==> src/rtl/seq_pkg.sv <==
// seq_pkg: state encodings and default pattern shared by pattern generators and detector benches
package seq_pkg;
  typedef enum logic [1:0] {IDLE = 2'd0, SEND = 2'd1, GAP = 2'd2, DONE = 2'd3} state_t;
  localparam int DEF_WIDTH = 4;
  localparam logic [DEF_WIDTH-1:0] DEF_PAT = 4'b1001;
endpackage

==> src/rtl/seq_shift_reg.sv <==
// seq_shift_reg: parallel-load left-shift register with serial MSB output
module seq_shift_reg #(
  parameter int WIDTH = 4
) (
  input  logic             clk,
  input  logic             reset_n,
  input  logic             load,
  input  logic             shift,
  input  logic [WIDTH-1:0] d,
  output logic             msb
);
  logic [WIDTH-1:0] q;
  always_ff @(posedge clk or negedge reset_n)
    if (!reset_n) q <= '0;
    else if (load) q <= d;
    else if (shift) q <= {q[WIDTH-2:0], 1'b0};
  assign msb = q[WIDTH-1];
endmodule

==> src/rtl/seq_pattern_tx.sv <==
// seq_pattern_tx: Moore serial pattern generator, MSB-first, repeated with optional idle gaps
module seq_pattern_tx
  import seq_pkg::*;
#(
  parameter int               WIDTH       = DEF_WIDTH,
  parameter logic [WIDTH-1:0] DEF_PATTERN = DEF_PAT,
  parameter int               GAP_CYCLES  = 0,
  parameter int               CNT_W       = 4
) (
  input  logic             clk,
  input  logic             reset_n,
  input  logic             start,
  input  logic             pat_load,
  input  logic [WIDTH-1:0] pat_in,
  input  logic [CNT_W-1:0] reps,
  output logic             op,
  output logic             op_valid,
  output logic             busy,
  output logic             done
);
  localparam int BW = $clog2(WIDTH + 1);
  localparam int GW = GAP_CYCLES > 0 ? $clog2(GAP_CYCLES + 1) : 1;
  state_t state, next;
  logic [BW-1:0] bit_cnt;
  logic [GW-1:0] gap_cnt;
  logic [CNT_W-1:0] rep_cnt;
  logic [WIDTH-1:0] pat_reg;
  logic msb;
  logic idle_start, last_bit, rep_end, gap_end, to_gap, load, shift;
  logic [WIDTH-1:0] load_val;
  assign idle_start = state == IDLE && start;
  assign last_bit   = state == SEND && bit_cnt == BW'(1);
  assign rep_end    = last_bit && rep_cnt <= CNT_W'(1);
  assign gap_end    = state == GAP && gap_cnt <= GW'(1);
  assign to_gap     = last_bit && !rep_end && GAP_CYCLES > 0;
  assign load       = (idle_start && reps != '0) || (last_bit && !rep_end && GAP_CYCLES == 0) || gap_end;
  assign shift      = state == SEND;
  // A same-cycle pat_load feeds the new pattern straight into this transmission
  assign load_val   = (state == IDLE && pat_load) ? pat_in : pat_reg;
  seq_shift_reg #(.WIDTH(WIDTH)) u_shift (
    .clk(clk), .reset_n(reset_n), .load(load), .shift(shift), .d(load_val), .msb(msb)
  );
  always_ff @(posedge clk or negedge reset_n)
    if (!reset_n) state <= IDLE;
    else state <= next;
  always_comb begin
    next = state;
    unique case (state)
      IDLE: next = start ? (reps == '0 ? DONE : SEND) : IDLE;
      SEND: next = !last_bit ? SEND : rep_end ? DONE : (GAP_CYCLES > 0 ? GAP : SEND);
      GAP:  next = gap_end ? SEND : GAP;
      DONE: next = IDLE;
    endcase
  end
  always_ff @(posedge clk or negedge reset_n)
    if (!reset_n) begin
      pat_reg <= DEF_PATTERN;
      bit_cnt <= '0;
      gap_cnt <= '0;
      rep_cnt <= '0;
    end else begin
      if (state == IDLE && pat_load) pat_reg <= pat_in;
      bit_cnt <= load ? BW'(WIDTH) : (shift && bit_cnt != '0) ? bit_cnt - 1'b1 : bit_cnt;
      rep_cnt <= idle_start ? reps : (last_bit && rep_cnt != '0) ? rep_cnt - 1'b1 : rep_cnt;
      gap_cnt <= to_gap ? GW'(GAP_CYCLES) : (state == GAP && gap_cnt != '0) ? gap_cnt - 1'b1 : gap_cnt;
    end
  always_comb begin
    op_valid = state == SEND;
    op       = op_valid ? msb : 1'b0;
    busy     = state == SEND || state == GAP;
    done     = state == DONE;
  end
endmodule

==> config.mk <==
export PLATFORM = sky130hd
export DESIGN_NAME = seq_pattern_tx
export DESIGN_NICKNAME = d
export VERILOG_FILES = /design/src/rtl/seq_pkg.sv /design/src/rtl/seq_shift_reg.sv /design/src/rtl/seq_pattern_tx.sv
export SDC_FILE = /design/constraint.sdc
export NUM_CORES = 1
export LEC_CHECK = 0
export ABC_AREA = 1
export CAP_MARGIN = 25
export CELL_PAD_IN_SITES_DETAIL_PLACEMENT = 1
export CELL_PAD_IN_SITES_GLOBAL_PLACEMENT = 2
export CORE_MARGIN = 3
export CORE_UTILIZATION = 35
export DETAILED_ROUTE_END_ITERATION = 7
export DONT_BUFFER_PORTS = 1
export GPL_ROUTABILITY_DRIVEN = 0
export GPL_TIMING_DRIVEN = 0
export PLACE_DENSITY = 0.79
export SYNTH_ARGS = -nofsm -noshare
export SYNTH_HDL_FRONTEND = slang
export SYNTH_SLANG_ARGS = --single-unit
==> constraint.sdc <==
create_clock -name clk -period 2 [get_ports clk]
set_input_delay 0.4 -clock clk [delete_from_list [all_inputs] [get_ports clk]]
set_output_delay 0.4 -clock clk [all_outputs]
set_load 0.01 [all_outputs]
## Word-level counts from Yosys, hierarchy flattened

Cells that the tools add are included.

- Order comparisons: 2
- Eq/ne operators: 4
- Muxes and demuxes: 14
- Add/sub/neg operators: 3
- Reduce and logical (&&, ||, !) cells: 22

Operators with widths:

| operator | number |
|---|---|
| $mux W4 | 5 |
| $logic_and A1 B1 Y1 | 10 |
| $mux W2 | 5 |
| $pmux W2 S4 | 1 |
| $reduce_bool A4 Y1 | 2 |
| $mux W3 | 2 |
| $reduce_bool A2 Y1 | 3 |
| $eq A2 B2 Y1 const B | 2 |
| $le A4 B1 Y1 const B | 1 |
| $logic_not A4 Y1 | 1 |
| $sub A4 B1 Y4 const B | 1 |
| $eq A3 B1 Y1 const B | 1 |
| $logic_or A1 B1 Y1 | 3 |
| $reduce_bool A3 Y1 | 1 |
| $sub A3 B1 Y3 const B | 1 |
| $eq A2 B1 Y1 const B | 1 |
| $logic_not A2 Y1 | 1 |
| $le A1 B1 Y1 const B | 1 |
| $logic_not A1 Y1 | 1 |
| $mux W1 | 1 |
| $sub A1 B1 Y1 const B | 1 |

- Flip-flop bits (word level): 18
- Output and inout port bits: 4
- Bits of input ports: 12
- Word-level logic and storage cells: 51

## Longest topological paths before layout

Gate-level depths: netlist of the first run.

- Depth in word-level cells: 8
- Mapped depth: 10
- Depth with buffers taken out: 10

## By module

Synthesis of the first run repeated with hierarchy kept, for this count alone.

- Cell total of the unflattened synthesis: 116
- Area, all modules: 1058.5 µm²

Modules (own cells, without submodules):

| module | sequential area each (µm²) | times used | cells an instance | area an instance (µm²) |
|---|---|---|---|---|
| seq_pattern_tx | 327.8 | 1 | 95 | 884.6 |
| seq_shift_reg | 100.1 | 1 | 21 | 173.9 |

## Worst setup path before layout of the first run

OpenSTA, ideal clock, no wires.

- Path kind: reg-to-reg
- Start: register state[1]
- End: register u_shift.q[1]
- Slack: 0.511 ns
- Stages on the path, launching flop included: 10
- Period minus slack after synthesis: 1.489 ns
- Path buffers: 0
- Setup time: 0.117 ns
- Arrival time: 1.372 ns
- Cell sequence: dfrtp_1 > inv_1 > ha_1 > nand2_1 > nor2_2 > nand2_2 > nand3_4 > nand2_1 > nand2_1 > nand2_1

- Longest elaborated chain between the ends: 8
- Elaborated cells between the ends (all ways): 16
- Classes of those cells: eq/ne (2); mux (2); reduce/logical (12)

Ends and longest elaborated chain:

| element | line | RTL |
|---|---|---|
| from (decl) | seq_pattern_tx.sv:23 | `state_t state, next;` |
| from (signal assigned) | seq_pattern_tx.sv:45 | `else state <= next;` |
| $eq A2 B1 Y1 (*) | -- |  |
| net op_valid | seq_pattern_tx.sv:17 | `output logic op_valid,` |
| $logic_and A1 B1 Y1 | seq_pattern_tx.sv:32 | `assign last_bit = state == SEND && bit_cnt == BW'(1);` |
| $logic_and A1 B1 Y1 | seq_pattern_tx.sv:33 | `assign rep_end = last_bit && rep_cnt <= CNT_W'(1);` |
| $logic_not A1 Y1 | seq_pattern_tx.sv:36 | `assign load = (idle_start && reps != '0) \|\| (last_bit && !rep_end && GAP_CYCLES == 0) \|\| gap_end;` |
| $logic_and A1 B1 Y1 | seq_pattern_tx.sv:36 |  |
| $logic_or A1 B1 Y1 (2 in a row) | seq_pattern_tx.sv:36 |  |
| $mux W4 or $reduce_bool A2 Y1 (tied branches) | -- |  |
| to (signal assigned) | seq_shift_reg.sv:16 | `else if (shift) q <= {q[WIDTH-2:0], 1'b0};` |
| to (decl) | seq_shift_reg.sv:12 | `logic [WIDTH-1:0] q;` |

Mark *: on every way through the listed nets, which the timed path passes. The rest lies on a longest branch.
A chain may end at the register's enable or synchronous reset.

## Worst setup path after layout of the first run

- Start: register state[1]
- End: output op

- Longest elaborated chain between the ends: 2

Ends and longest elaborated chain:

| element | line | RTL |
|---|---|---|
| $eq A2 B1 Y1 | seq_pattern_tx.sv:68 | `op_valid = state == SEND;` |
| net op_valid | seq_pattern_tx.sv:17 |  |
| $mux W1 | seq_pattern_tx.sv:69 | `op = op_valid ? msb : 1'b0;` |
| to (decl) | seq_pattern_tx.sv:16 | `output logic op,` |

The timed path passes the listed nets, and every way through them passes these cells.

==> results of run 1 <==
==> per-layer routing <==
layer	share of wire [%]	GRT usage [%]	vias to the layer above
li1	-	-	427
met1	50	19.6	390
met2	46	20.6	10
met3	2.6	2.34	2
met4	0.95	5.57	0
met5	0	0	-
==> synth_stat cells, drive strengths merged <==
| master | count | area (µm²) |
|---|---|---|
| a21oi | 1 | 5.00 |
| o22ai | 1 | 6.26 |
| or2 | 1 | 6.26 |
| o21ai | 9 | 45.0 |
| xnor2 | 2 | 17.5 |
| dfrtp | 15 | 375 |
| buf | 1 | 5.00 |
| nand4 | 7 | 43.8 |
| inv | 23 | 86.3 |
| dfstp | 2 | 52.6 |
| nand2 | 45 | 171 |
| nand3 | 6 | 42.5 |
| nor2 | 7 | 31.3 |
| o211ai | 1 | 7.51 |
| xor2 | 1 | 8.76 |
| ha | 11 | 138 |
==> how the worst max path moves through the flow <==
stage,start,endpoint,slack [ns]
floorplan,state[1],u_shift.q[1],0.51
global placement,state[1],u_shift.q[2],0.23
detailed placement,state[1],u_shift.q[2],0.20
CTS,state[1],u_shift.q[2],0.17
global route,state[1],u_shift.q[1],0.12
finish,state[1],op,0.29
==> area by class of cell <==
type | count | area, µm² | share of cell area (%)
Sequential cell | 17 | 428 | 38.2
Multi-Input combinational cell | 92 | 526 | 46.9
Inverter | 23 | 86.3 | 7.70
Clock buffer | 3 | 22.5 | 2.01
Tap cell | 31 | 38.8 | 3.46
Clock inverter | 1 | 5.00 | 0.446
Buffer | 1 | 5.00 | 0.446
Timing Repair Buffer | 1 | 10.0 | 0.893
==> worst max-delay path: cells and delay by family (launching register included) <==
family | cells | cell delay, ns
flops | 1 | 0.41
simple gates | 1 | 0.07
buf+inv | 2 | 0.22
fa+ha+maj | 1 | 0.31
==> power groups by stage <==
stage               Combinational [mW]  Clock [mW]  Sequential (mW)
floorplan                        0.658           0            0.588
finish                           0.818       0.189            0.599
CTS                              0.837       0.204            0.603
global placement                 0.787           0            0.603
global route                     0.983       0.215            0.624
detailed placement               0.819           0            0.611
==> cells by family (layout without fill, tap and decap cells) <==
kind of cell | count (synthesis) | count (layout) | synth area share [%]
AND/OR/NAND/NOR | 66 | 66 | 28.3
buffers and inverters | 24 | 29 | 8.76
adder cells (fa/ha/maj) | 11 | 11 | 13.2
flip-flops | 17 | 17 | 41.1
AO/OA/AOI/OAI | 12 | 12 | 6.12
XOR/XNOR | 3 | 3 | 2.52
==> timing repair <==
item	4_1_cts	5_1_grt
endpoints found under the setup margin	0	1
hold buffers	1	0
resized for setup	0	1
hold endpoints to repair	17	0
==> impl_results.md, run 1 <==
* Status: completed
* Rows at 19
* WL per Instance at 12.5 µm
* Buffers on Ports at 0
* TritonCTS buffer count at 3
* Final period utilization at 85.4%
* Die W at 60.6 µm
* Fillcell total at 367
* Post-DP Area at 1080 µm²
* Layout cells sized above 1 at 10.1%
* Worst hold-check path type: in2reg
* Post-CTS Setup Bufs at 0
* Longest Clk Path Bufs at 2
* FMAX at 586 MHz
* RSZ-0062 raised after global routing: no
* Post-synthesis register bit count at 17
* Power share of the clock group at 11.7%
* Clk slew on worst S/H paths at 0.11 ns
* Sequential share of power at 37.3%
* Mapped Area at 1040 µm²
* Vias/cell at 4.91
* Clk_skew at 0.00432 ns
* Slowest stage cell, crit path: dfrtp_1
* Setup crit end kind: output port
* Routed vias at 829
* Initial Util at 37.2%
* Worst Max-Slew Pin Slew at 0.798 ns
* Post-DP HPWL at 1.70 mm
* Hold-critical path depth at 2
* Count of warnings emitted by yosys at 0
* Congestion Overflow GR at 0
* CP Max Fanout at 7
* Hold Path Sink: pat_reg[0]
* Initial drt markers at 17
* Initial antenna violation count at 0
* R2R depth at 9
* DIE HEIGHT at 60.6 µm
* I/O pin count at 16
* DRC violation count after routing at 0
* Pins Over Slew Limit at 0
* R2r setup slk at 0.30 ns
* Antenna diodes at 0
* H-Tree Depth at 1
* Hold path start: pat_load
* Critical Path AT at 1.31 ns
* Fin Hold WS at 0.216 ns
* Syn Nets at 156
* Reg2reg start: state[1]
* Max-slew headroom at 46.6%
* WP data required at 1.60 ns
* Largest net degree at the start of global routing at 18
* Core ar. at 2810 µm²
* Clock tree sinks at 17
* Crit Reg-Reg Endpoint: u_shift.q[2]
* Delay of the slowest critical-path stage at 0.41 ns
* Overall Power at 1.61 mW
* TNS Setup at 0 ns
* Net Sw Power at 705 µW
* PwrDens at 1430 nW/µm²
* CP dominant cell by count: inv_1
* Final #Nets at 162
* CTS tree: yes
* Number of global-route vias before repair at 888
* Pint at 900 µW
* Detailed Route WL at 2.11 mm
* Drt first pass iters at 4
* Worst Setup Start Kind: register
* GRT Util Overall at 13.8%
* Synthesized instance count at 133
* Final core utilization at 40.0%
* Final setup margin at 0.292 ns
* Die area at 3670 µm²
* DP Cell Count at 164
* Shortest period the worst path allows at 1.71 ns
* Pre-CTS setup slack at 0.199 ns
* Setup-failing EPs final at 0
* Antenna Nets Post-Route at 0
* Syn Area/Cell at 7.84 µm²
* Synth cell types at 21
* Seq/Total Area, Yosys at 41.1%
* Non-Filler Instances at 169
* Post-route cell area at 1120 µm²
* Layout area overhead at 7.56%
* First-pass GRT wire length at 3.82 mm
* Final hold viol count at 0
* CTS root buffer: clkbuf_4
* Sw Share at 43.9%
* Max IR drop VDD at 0.000466 V
* Critical-path cell list: inv_1 -> ha_2 -> nand2_1 -> inv_1
* Worst-Skew Late Latency at 0.29 ns
* Static Leakage at 0.593 nW
* Commonest cells after routing, fill and taps aside: nand2_1 (44), inv_1 (21), dfrtp_1 (15), ha_1 (10)
* Crit Path Category: reg2out
* Logic pwr share at 50.9%
* Most common cell after layout, fill and taps aside: nand2_1
* Max-cap violations at 0
(Power assumes the default switching activity.)
==> run 2: changes to the inputs <==
- PLACE_DENSITY: 0.79 -> 0.81
==> run 2 against run 1 <==
  * Routed wire length shrank 1.2%
  * Power shrank 0.93%
  * Flip-flop and latch count is the same
  * Sequential power is essentially flat
  * Critical path depth is the same
  * Hold slack gained 0.016 ns
  * Critical path type unchanged
==> impl_results.md, run 2 (synthesized netlist as in run 1, its figures left out) <==
* Reg2reg start: state[1]
* Worst Max-Slew Pin Slew at 0.818 ns
* First-pass GRT wire length at 3.53 mm
* CP Max Fanout at 7
* R2R depth at 9
* Longest Clk Path Bufs at 2
* Layout area overhead at 7.44%
* Die area at 3670 µm²
* RSZ-0062 raised after global routing: no
* Final #Nets at 162
* Delay of the slowest critical-path stage at 0.41 ns
* CP Depth at 4
* WL per Instance at 12.3 µm
* CP delay by family, top: flip-flops
* Largest net degree at the start of global routing at 18
* I/O pin count at 16
* Static Leakage at 0.590 nW
* CTS root buffer: clkbuf_4
* WP buf/inv at 2
* Antenna diodes at 0
* Critical-path cell list: inv_1 -> ha_2 -> nand2_1 -> inv_1
* Commonest cells after routing, fill and taps aside: nand2_1 (44), inv_1 (21), dfrtp_1 (15), ha_1 (10)
* Congestion Overflow GR at 0
* Initial antenna violation count at 0
* Antenna Nets Post-Route at 0
* Shortest period the worst path allows at 1.71 ns
* Final hold viol count at 0
* Status: completed
* WP data required at 1.60 ns
* TritonCTS buffer count at 3
* Max-cap violations at 0
* Routed vias at 833
* Pins Over Slew Limit at 0
* TNS Setup at 0 ns
* H-Tree Depth at 1
* Vias/cell at 4.93
* Max-slew headroom at 45.3%
* Critical path startpoint: state[1]
* Fin Hold WS at 0.231 ns
* Layout cells sized above 1 at 9.42%
* Critical path destination: op
* Setup-failing EPs final at 0
* Fillcell total at 349
* Worst hold-check path type: in2reg
* Crit Path Category: reg2out
* Detailed Route WL at 2.08 mm
* Max IR drop VDD at 0.000523 V
* FMAX at 586 MHz
* R2r setup slk at 0.31 ns
* Clk_skew at 0.00103 ns
* Rows at 19
* DIE HEIGHT at 60.6 µm
* Post-DP HPWL at 1.69 mm
* Non-Filler Instances at 169
* Worst-Skew Late Latency at 0.29 ns
* Number of global-route vias before repair at 835
* Crit Reg-Reg Endpoint: u_shift.q[2]
* DP Cell Count at 164
* DRC violation count after routing at 0
* Buffers on Ports at 0
* Hold path start: pat_load
* Drt first pass iters at 4
* Post-CTS Setup Bufs at 0
* CP dominant cell by count: inv_1
* Worst Setup Start Kind: register
* Initial drt markers at 14
* Core ar. at 2810 µm²
* Clock tree sinks at 17
* CTS tree: yes
* PwrDens at 1420 nW/µm²
* Critical Path AT at 1.31 ns
* Initial Util at 37.2%
* Slowest stage cell, crit path: dfrtp_1
* Die W at 60.6 µm
* Most common cell after layout, fill and taps aside: nand2_1
* Final period utilization at 85.3%
* Clk slew on worst S/H paths at 0.10 ns
* Setup crit end kind: output port
* GRT Util Overall at 12.9%
-- run 2: per-stage QoR --
step	total power [mW]	setup slack [ns]	cell area [µm²]	utilization, %
5_1_grt	1.79	0.125	1120	39.9
3_3_place_gp	1.39	0.205	1080	38.5
3_5_place_dp	1.43	0.156	1080	38.5
2_1_floorplan	1.25	0.511	1040	-
4_1_cts	1.63	0.136	1120	39.8
6_report	1.59	0.295	1120	39.9
-- run 2: timing repair --
item | 4_1_cts | 5_1_grt
hold buffers | 1 | 0
endpoints found under the setup margin | 0 | 1
gates resized for setup | 0 | 1
hold endpoints to repair | 17 | 0
-- run 2: area by class of cell --
class / instances / area (µm²) / area share (%)
buffer: 1 / 5.00 / 0.447
clock buffer: 4 / 26.3 / 2.35
tap: 31 / 38.8 / 3.46
inverter: 23 / 86.3 / 7.71
multi-input combinational: 92 / 526 / 46.9
sequential: 17 / 428 / 38.2
timing repair buffer: 1 / 10.0 / 0.894
-- run 2: where the power goes --
| part | total, mW | internal, mW | switching [mW] |
|---|---|---|---|
| clock network | 0.183 | 0.0775 | 0.105 |
| registers | 0.598 | 0.517 | 0.0803 |
| logic | 0.810 | 0.309 | 0.501 |
| total | 1.59 | 0.903 | 0.687 |
-- run 2: routing by layer --
metal / GRT usage (%) / vias up / wire, µm
li1: - / 426 / -
met2: 19.7 / 10 / 948
met3: 2.98 / 4 / 55
met5: 0 / - / 0
met1: 17.7 / 393 / 1040
met4: 4.64 / 0 / 42
-- run 2: worst min-delay path by stage --
stage	slack, ns	depth (start not counted)	end
floorplan	0.10	0	bit_cnt[0]
global placement	0.10	0	u_shift.q[3]
detailed placement	0.10	0	pat_reg[2]
CTS	0.23	2	pat_reg[0]
global route	0.24	2	rep_cnt[3]
finish	0.23	2	pat_reg[0]
